[src/rtl/calc_seq_ctrl.sv]
// Sequencing controller for the simple-calculator datapath: one op per
// valid/ready handshake, single-cycle ALU ops and a BITS-cycle shift-add MUL.
module calc_seq_ctrl #(
  parameter int BITS = 16
) (
  input  logic            clk,
  input  logic            reset,
  input  logic            op_valid,
  output logic            op_ready,
  input  logic [2:0]      op_mode,
  input  logic [BITS-1:0] operand,
  output logic [BITS-1:0] accum,
  output logic            res_valid,
  output logic            busy,
  output logic            carry,
  output logic            err
);

  localparam int CW = (BITS > 1) ? $clog2(BITS) : 1;

  typedef enum logic [1:0] {IDLE, EXEC, MUL_RUN} state_t;
  typedef enum logic [2:0] {
    OP_RESET = 3'b000,
    OP_ADD   = 3'b001,
    OP_SUB   = 3'b010,
    OP_MUL   = 3'b011,
    OP_LEAD  = 3'b100,
    OP_ONES  = 3'b101
  } opcode_t;

  state_t            state, state_next;
  logic [2:0]        mode_q;
  logic [BITS-1:0]   operand_q;
  logic [CW-1:0]     step;
  logic [2*BITS-1:0] product, product_next;
  logic [BITS-1:0]   exec_accum;
  logic              exec_carry, exec_err;
  logic [BITS:0]     sum;
  logic [BITS-1:0]   ones, lead;
  logic              transfer, mul_last;

  assign op_ready = (state == IDLE);
  assign busy     = ~op_ready;
  assign transfer = op_valid & op_ready;
  assign mul_last = (step == CW'(BITS - 1));

  always_ff @(posedge clk) begin
    if (reset) state <= IDLE;
    else       state <= state_next;
  end

  always_comb begin
    state_next = state;
    case (state)
      IDLE:    if (transfer) state_next = (op_mode == OP_MUL) ? MUL_RUN : EXEC;
      EXEC:    state_next = IDLE;
      MUL_RUN: if (mul_last) state_next = IDLE;
      default: state_next = IDLE;
    endcase
  end

  // Single-cycle ALU results, consumed on the EXEC edge.
  always_comb begin
    sum  = {1'b0, accum} + {1'b0, operand_q};
    ones = '0;
    lead = '0;
    for (int unsigned i = 0; i < BITS; i++) begin
      ones = ones + BITS'(operand_q[i]);
      if (operand_q[i]) lead = BITS'(i + 1);
    end
    exec_accum = accum;
    exec_carry = carry;
    exec_err   = 1'b0;
    case (mode_q)
      OP_RESET: begin
        exec_accum = '0;
        exec_carry = 1'b0;
      end
      OP_ADD: {exec_carry, exec_accum} = sum;
      OP_SUB: begin
        exec_accum = accum - operand_q;
        exec_carry = (operand_q > accum);
      end
      OP_LEAD: begin
        exec_accum = lead;
        exec_carry = 1'b0;
      end
      OP_ONES: begin
        exec_accum = ones;
        exec_carry = 1'b0;
      end
      default: exec_err = 1'b1;
    endcase
    // accum is stable throughout MUL_RUN, so it serves directly as multiplicand.
    product_next = product +
                   (operand_q[step] ? ({{BITS{1'b0}}, accum} << step) : '0);
  end

  always_ff @(posedge clk) begin
    if (reset) begin
      accum     <= '0;
      carry     <= 1'b0;
      err       <= 1'b0;
      res_valid <= 1'b0;
      step      <= '0;
      product   <= '0;
      mode_q    <= '0;
      operand_q <= '0;
    end else begin
      res_valid <= 1'b0;
      case (state)
        IDLE: begin
          if (transfer) begin
            mode_q    <= op_mode;
            operand_q <= operand;
            product   <= '0;
            step      <= '0;
          end
        end
        EXEC: begin
          accum     <= exec_accum;
          carry     <= exec_carry;
          err       <= exec_err;
          res_valid <= 1'b1;
        end
        MUL_RUN: begin
          product <= product_next;
          step    <= step + CW'(1);
          if (mul_last) begin
            accum     <= product_next[BITS-1:0];
            carry     <= |product_next[2*BITS-1:BITS];
            err       <= 1'b0;
            res_valid <= 1'b1;
          end
        end
        default: ;
      endcase
    end
  end

endmodule
[config.mk]
export PLATFORM = sky130hd
export DESIGN_NAME = calc_seq_ctrl
export DESIGN_NICKNAME = d
export VERILOG_FILES = /design/src/rtl/calc_seq_ctrl.sv
export SDC_FILE = /design/constraint.sdc
export NUM_CORES = 1
export LEC_CHECK = 0
export CORE_MARGIN = 8
export CORE_UTILIZATION = 56
export DETAILED_ROUTE_END_ITERATION = 8
export PLACE_DENSITY = 0.78
export SYNTH_ARGS = -nofsm -noshare
export SYNTH_HDL_FRONTEND = slang
export SYNTH_SLANG_ARGS = --single-unit
[constraint.sdc]
create_clock -name clk -period 4.8 [get_ports clk]
set_input_delay 0.96 -clock clk [delete_from_list [all_inputs] [get_ports clk]]
set_output_delay 0.96 -clock clk [all_outputs]
set_load 0.05 [all_outputs]
After elaboration in Yosys (flattened, before gate mapping)
Index checks and enable logic that the tools add are counted.
{ "totals": {"regBits": 76, "latchBits": 0, "ram_bits": 0, "mem_bits_ro": 0, "input_bits": 22, "output_inout_bits": 21, "word_cells": 96, "memories": 0} }
{ "op_classes": {"addsub": 19, "n_mul": 0, "n_div": 0, "n_lt_le_gt_ge": 2, "n_eq_ne": 12, "n_shift": 1, "mux": 38, "n_bitwise": 2, "n_reduce_logical": 13} }
{ "op_table": {"columns": ["operator", "count"], "rows": [
  ["16-bit 2-to-1 mux", 16],
  ["16-bit one-hot mux with 5 select lines", 1],
  ["32-bit 2-to-1 mux", 2],
  ["32-bit one-hot mux with 2 select lines", 1],
  ["32-bit adder", 1],
  ["16-bit one-hot mux with 2 select lines", 1],
  ["16-bit by 4-bit << shifter with 32-bit output", 1],
  ["16-bit by 16-bit adder with 17-bit output", 1],
  ["15-bit by 1-bit adder with 16-bit output", 1],
  ["16-bit > comparator", 1],
  ["16-bit OR reduction", 1],
  ["16-bit subtractor", 1],
  ["14-bit by 1-bit adder with 15-bit output", 1],
  ["13-bit by 1-bit adder with 14-bit output", 1],
  ["12-bit by 1-bit adder with 13-bit output", 1],
  ["11-bit by 1-bit adder with 12-bit output", 1],
  ["10-bit by 1-bit adder with 11-bit output", 1],
  ["9-bit by 1-bit adder with 10-bit output", 1],
  ["8-bit by 1-bit adder with 9-bit output", 1],
  ["7-bit by 1-bit adder with 8-bit output", 1],
  ["4-bit one-hot mux with 2 select lines", 1],
  ["2-bit AND reduction", 4],
  ["6-bit by 1-bit adder with 7-bit output", 1],
  ["5-bit by 1-bit adder with 6-bit output", 1],
  ["other kinds (31)", 44]
]} }

Depth between registers and ports, before layout
Gate-level depths: netlist of run 1.
{ "logic_depth": {"depth_word": 18, "ltp_mapped": 21, "mapped_depth_nobuf": 18} }

Worst setup path before layout of run 1
OpenSTA, ideal clock, no wires.
{ "synth_path": {"kind": "register to register", "startpoint": "register step[0]", "endpoint": "register carry", "setup_time_ns": 0.131, "t_arrival_ns": 4.524, "required_ns": 4.669, "path_slack_ns": 0.145, "stages_incl_launch_ff": 20, "path_buffers": 4, "synth_period_minus_slack_ns": 4.655, "cell_sequence": "dfxtp_1 clkbuf_1 mux4_2 o21ai_1 o21bai_1 and2_0 clkbuf_1 clkbuf_1 nor2_1 ha_1 buf_6 and4_4 nor2b_4 a211oi_4 a21oi_2 o41a_1 a211oi_1 o221ai_1 nor4_2 a21oi_2"} }
{ "synth_between": {"elab_chain_cells": 7, "word_cells_on_any_way": 11, "classes_between": "1 x add/sub; 2 x eq/ne; 1 x shift; 5 x mux; 2 x reduce/logical"} }
{ "synth_lines": {"columns": ["element", "line", "source"], "rows": [
  ["from (decl)", "34", "logic [CW-1:0] step;"],
  ["from (signal assigned)", "128", "step <= step + CW'(1);"],
  ["1-bit binary-select mux with 4-bit select", "96", "(operand_q[step] ? ({{BITS{1'b0}}, accum} << step) : '0);"],
  ["1-bit 2-to-1 mux (implied by the code)", "96", null],
  ["32-bit 2-to-1 mux", "96", null],
  ["32-bit adder", "95", "product_next = product +"],
  ["16-bit OR reduction", "131", "carry <= |product_next[2*BITS-1:BITS];"],
  ["1-bit 2-to-1 mux", "129", "if (mul_last) begin"],
  ["1-bit one-hot mux with 2 select lines", "111", "case (state)"],
  ["to (signal assigned)", "122", "carry <= exec_carry;"],
  ["to (signal assigned)", "131", null],
  ["to (decl)", "15", "output logic carry,"]
]} }
Parallel ways exist; a longest one is shown, timed or not. The select of a mux whose other input is x is not followed.
A chain may end at the register's enable or synchronous reset.

Worst setup path after layout of run 1
{ "layout_path": {"startpoint": "register operand_q[8]", "endpoint": "register carry"} }
{ "layout_between": {"elab_chain_cells": 7, "word_cells_on_any_way": 10, "classes_between": "2 x add/sub; 1 x order compare; 6 x mux; 1 x reduce/logical"} }
{ "layout_lines": {"columns": ["element", "line", "source"], "rows": [
  ["from (decl)", "33", "logic [BITS-1:0] operand_q;"],
  ["from (signal assigned)", "115", "operand_q <= operand;"],
  ["1-bit binary-select mux with 4-bit select", "96", null],
  ["1-bit 2-to-1 mux (implied by the code)", "96", null],
  ["32-bit 2-to-1 mux", "96", null],
  ["32-bit adder", "95", null],
  ["16-bit OR reduction", "131", null],
  ["1-bit 2-to-1 mux", "129", null],
  ["1-bit one-hot mux with 2 select lines *", "111", null]
]} }
Mark *: on every way between the ends. The rest lies on a longest branch, timed or not. The select of a mux whose other input is x is not followed.

==> results of run 1 <==
-- cell families (layout without fill, tap and decap cells) --
kind of cell	after synthesis	after routing	share of synthesized area [%]
xor gates and xnor gates	21	21	2.33
and+or+nand+nor	379	379	22.1
buffers and inverters	117	142	5.94
AOI/OAI and AO/OA	353	353	30.0
DFF	76	76	19.3
adders and majority gates	86	86	14.9
muxes	37	37	5.46
-- repair_timing --
action                     in CTS  in global routing
hold buffers                    0                  0
setup endpoints to repair       0                  1
resized for setup               0                  7
-- worst reg2reg max path, stage by stage, from the launching register on --
cell and delay, ps:
sky130_fd_sc_hd__dfxtp_1 440, sky130_fd_sc_hd__inv_1 150, sky130_fd_sc_hd__mux4_2 490, sky130_fd_sc_hd__o21ai_0 220
sky130_fd_sc_hd__nand2_1 100, sky130_fd_sc_hd__and2_0 160, sky130_fd_sc_hd__buf_4 180, sky130_fd_sc_hd__a211oi_1 230
sky130_fd_sc_hd__ha_2 390, sky130_fd_sc_hd__and4_4 210, sky130_fd_sc_hd__nor2b_4 130, sky130_fd_sc_hd__a211oi_4 290
sky130_fd_sc_hd__a21oi_2 160, sky130_fd_sc_hd__o41a_1 500, sky130_fd_sc_hd__a211oi_2 290, sky130_fd_sc_hd__o221ai_1 160
sky130_fd_sc_hd__nor4_2 270, sky130_fd_sc_hd__a21oi_2 80
-- worst max-delay path by stage --
stage,cells after the start,end
final,17,carry$_SDFFE_PP0P_
after detailed placement,17,carry$_SDFFE_PP0P_
after CTS,18,carry$_SDFFE_PP0P_
after global placement,17,carry$_SDFFE_PP0P_
after global routing,17,carry$_SDFFE_PP0P_
after floorplan,19,carry$_SDFFE_PP0P_
-- routing by layer --
| metal | GRT usage, % | vias to the layer above | share of wire, % |
|---|---|---|---|
| met3 | 7.73 | 67 | 10 |
| met1 | 37.7 | 3811 | 45 |
| met4 | 11.7 | 0 | 3.5 |
| met5 | 0 | - | 0 |
| li1 | - | 3961 | - |
| met2 | 39.3 | 436 | 41 |
-- cell usage after synthesis, types with 8 or more instances --
library cell / instances / share of area (%)
sky130_fd_sc_hd__nand2_1: 128 / 6.1
sky130_fd_sc_hd__nor2_1: 123 / 5.9
sky130_fd_sc_hd__a21oi_1: 112 / 7.1
sky130_fd_sc_hd__dfxtp_1: 76 / 19
sky130_fd_sc_hd__ha_1: 73 / 12
sky130_fd_sc_hd__inv_1: 53 / 2.5
sky130_fd_sc_hd__clkbuf_1: 50 / 2.4
sky130_fd_sc_hd__o21ai_0: 49 / 3.1
sky130_fd_sc_hd__a211oi_1: 25 / 2.4
sky130_fd_sc_hd__mux2i_1: 25 / 3.2
sky130_fd_sc_hd__nor3_1: 25 / 1.6
sky130_fd_sc_hd__nand3_1: 24 / 1.5
sky130_fd_sc_hd__a31oi_1: 15 / 1.2
sky130_fd_sc_hd__a22oi_1: 14 / 1.3
sky130_fd_sc_hd__xnor2_1: 14 / 1.6
sky130_fd_sc_hd__fa_1: 13 / 3.3
sky130_fd_sc_hd__o211ai_1: 13 / 1.2
sky130_fd_sc_hd__o21bai_1: 13 / 1.2
sky130_fd_sc_hd__a21o_1: 12 / 1.1
sky130_fd_sc_hd__nor2b_1: 10 / 0.79
sky130_fd_sc_hd__o21a_1: 9 / 0.86
sky130_fd_sc_hd__o221ai_1: 9 / 1.0
sky130_fd_sc_hd__a221o_1: 8 / 1.0
sky130_fd_sc_hd__and2_1: 8 / 0.63
sky130_fd_sc_hd__mux2_2: 8 / 1.1
-- flip-flops by register name, indices dropped and copies added, names as in the netlist --
register,flops
accum,16
err,1
product,32
res_valid,1
carry,1
step,4
operand_q,16
state,2
mode_q,3
-- power breakdown --
| part | leakage (nW) | switching [mW] | total (mW) | internal [mW] |
|---|---|---|---|---|
| Combinational | 2.79 | 0.440 | 0.713 | 0.274 |
| Clock | 0.140 | 0.325 | 0.688 | 0.363 |
| Sequential | 0.618 | 0.0512 | 0.707 | 0.656 |
-- stage by stage --
step                      hold WS, ps  utilization (%)  std cells
after CTS                         468             63.5       1274
after global routing              477             63.7       1274
final                             468             63.7       1274
after global placement            448             61.4       1258
after floorplan                   436                -       1069
after detailed placement          457             61.4       1258
-- layout make-up --
type	instances	area [um2]
Multi-Input combinational cell	876	5930
Fill cell	1250	5020
Sequential cell	76	1520
Timing Repair Buffer	72	644
Clock buffer	9	225
Tap cell	180	225
Inverter	54	203
Clock inverter	7	65.1
==> results_dict.tcl, run 1 <==
set metrics [dict create \
    outcome "complete, no violations" \
    synth-warning-count 0 \
    io_pins 43 \
    synth_cell_type_count 81 \
    clock-sinks 76 \
    cpLargestDelayFamily "compound AO/OA/AOI/OAI gates" \
    total_power_mw 2.11 \
    syn_area_per_cell_um2 7.37 \
    final_common_cell "sky130_fd_sc_hd__nand2_1" \
    final_cell_mix "128 x sky130_fd_sc_hd__nand2_1, 123 x sky130_fd_sc_hd__nor2_1, 110 x sky130_fd_sc_hd__a21oi_1" \
    io_buffers 42 \
    avgViaCountPerCell 6.50 \
    period_needed_ps 4570 \
    antenna_found_initial 0 \
    relSlewSlack_pct 31.0 \
    rows 43 \
    worst_setup_path_startpoint "operand_q[8]$_SDFFE_PP0P_" \
    crit_path_cell_trace "inv_1, mux4_2, o21ai_0, nand2_1, and2_0, buf_4, a211oi_1, ha_2, and4_4, nor2b_4, a211oi_4, a21oi_2, o41a_1, a211oi_2, o221ai_1, nor4_2, a21oi_2" \
    synth_cells 1069 \
    drt_iter0_markers 971 \
    finalWeightedCongestion 0.982 \
    worstHoldPathType "reg -> reg" \
    syn-num-nets 1177 \
    global_route.overflow_total 0 \
    setup_viol 0 \
    max_clock_freq_mhz 219 \
    cts_setup_buffers 0 \
    fin_crit_sh_pct 95.3 \
    maxCapViolations 0 \
    design.die.area_um2 18100 \
    cts.clk_slew.worst_paths_ps 70 \
    r2r_cell_count 17 \
    tritoncts.num_buffers 9 \
    number_of_nets_in_the_layout 1197 \
    asyncSetResetFlopFracSynth_pct 0 \
    worst_ep_arrival_time_ps 4790 \
    min_to "product[15]$_SDFFE_PP0P_" \
    detail_route.drc_violations 0 \
    leakagePower_nw 3.55 \
    die_h_um 135 \
    start_kind "flop" \
    grt_max_degree 46 \
    n_antenna_cell 0 \
    finalClockSkew_ps 11.7 \
    synth_sequential_area_ratio_pct 19.3 \
    number_of_global_route_vias_before_repair 7707 \
    placement_setup_slack_ps 229 \
    hold_violations 0 \
    crit-reg2reg-capture "carry$_SDFFE_PP0P_" \
    die_w_um 135 \
    cts_tree "done" \
    rr_startpoint "operand_q[8]$_SDFFE_PP0P_" \
    synthesis.area_um2 7880 \
    whs_path_depth 2 \
    placed_area_um2 8500 \
    final-max-slew-violation-count 0 \
    grt_pass1_wl_mm 40.0 \
    ctsHtreeMaxLevel 3 \
    globalRouteTotalUtil_pct 27.5 \
    ys_dominant_reg_cell "sky130_fd_sc_hd__dfxtp_1" \
    cp_max_fo 15 \
    setup_slack_ps 226 \
    post_route_cells_drive_above_1_share_pct 8.32 \
    endpoint_kind "flop" \
    worst-path-buf-inv 2 \
    ctsLongestPathBuffers 2 \
    first_pass_iters 5 \
    starting_density_of_the_core_pct 57.0 \
    vias 8275 \
    worst_ir_drop_vdd_uv 259 \
    crit_path_frequent_cell "sky130_fd_sc_hd__a21oi_2" \
    cts_root_buffer "sky130_fd_sc_hd__clkbuf_16" \
    finish.instance_area_um2 8810 \
    max_stage_delay_ps 500 \
    flow.area_growth_from_synthesis_pct 11.8 \
    synth.ff_latch_count 76 \
    worst_skew_pair.late_latency_ps 360 \
    crit_type "reg -> reg" \
    reg2reg_slack_ps 230 \
    worst_slew_pin_slew_ps 1020 \
    total_wire_length_after_detailed_routing_mm 24.8 \
    antenna_violating_nets_post_route 0 \
    routedWlPerCell_um 19.5 \
    placeableCoreArea_um2 13800 \
    slowest_stage "sky130_fd_sc_hd__o41a_1" \
    setup-tns-final_ps 0 \
    dp_hpwl_mm 19.0 \
    synth_edf_count 0 \
    required_ps 5020 \
    rsz0062_at_grt "no" \
    cellPowerDensity_nw_per_um2 239 \
    hold_path.startpoint "product[15]$_SDFFE_PP0P_" \
]
No activity file was read; power rests on OpenSTA's default activity.
==> inputs of run 2 (changes only) <==
--- a/config.mk
+++ b/config.mk
@@ -5,6 +5,7 @@
 export SDC_FILE = /design/constraint.sdc
 export NUM_CORES = 1
 export LEC_CHECK = 0
+export ABC_AREA = 0
 export CORE_MARGIN = 8
 export CORE_UTILIZATION = 56
 export DETAILED_ROUTE_END_ITERATION = 8
==> results of run 2 <==
No change in the layout: final DEF, timing and power equal those of run 1.
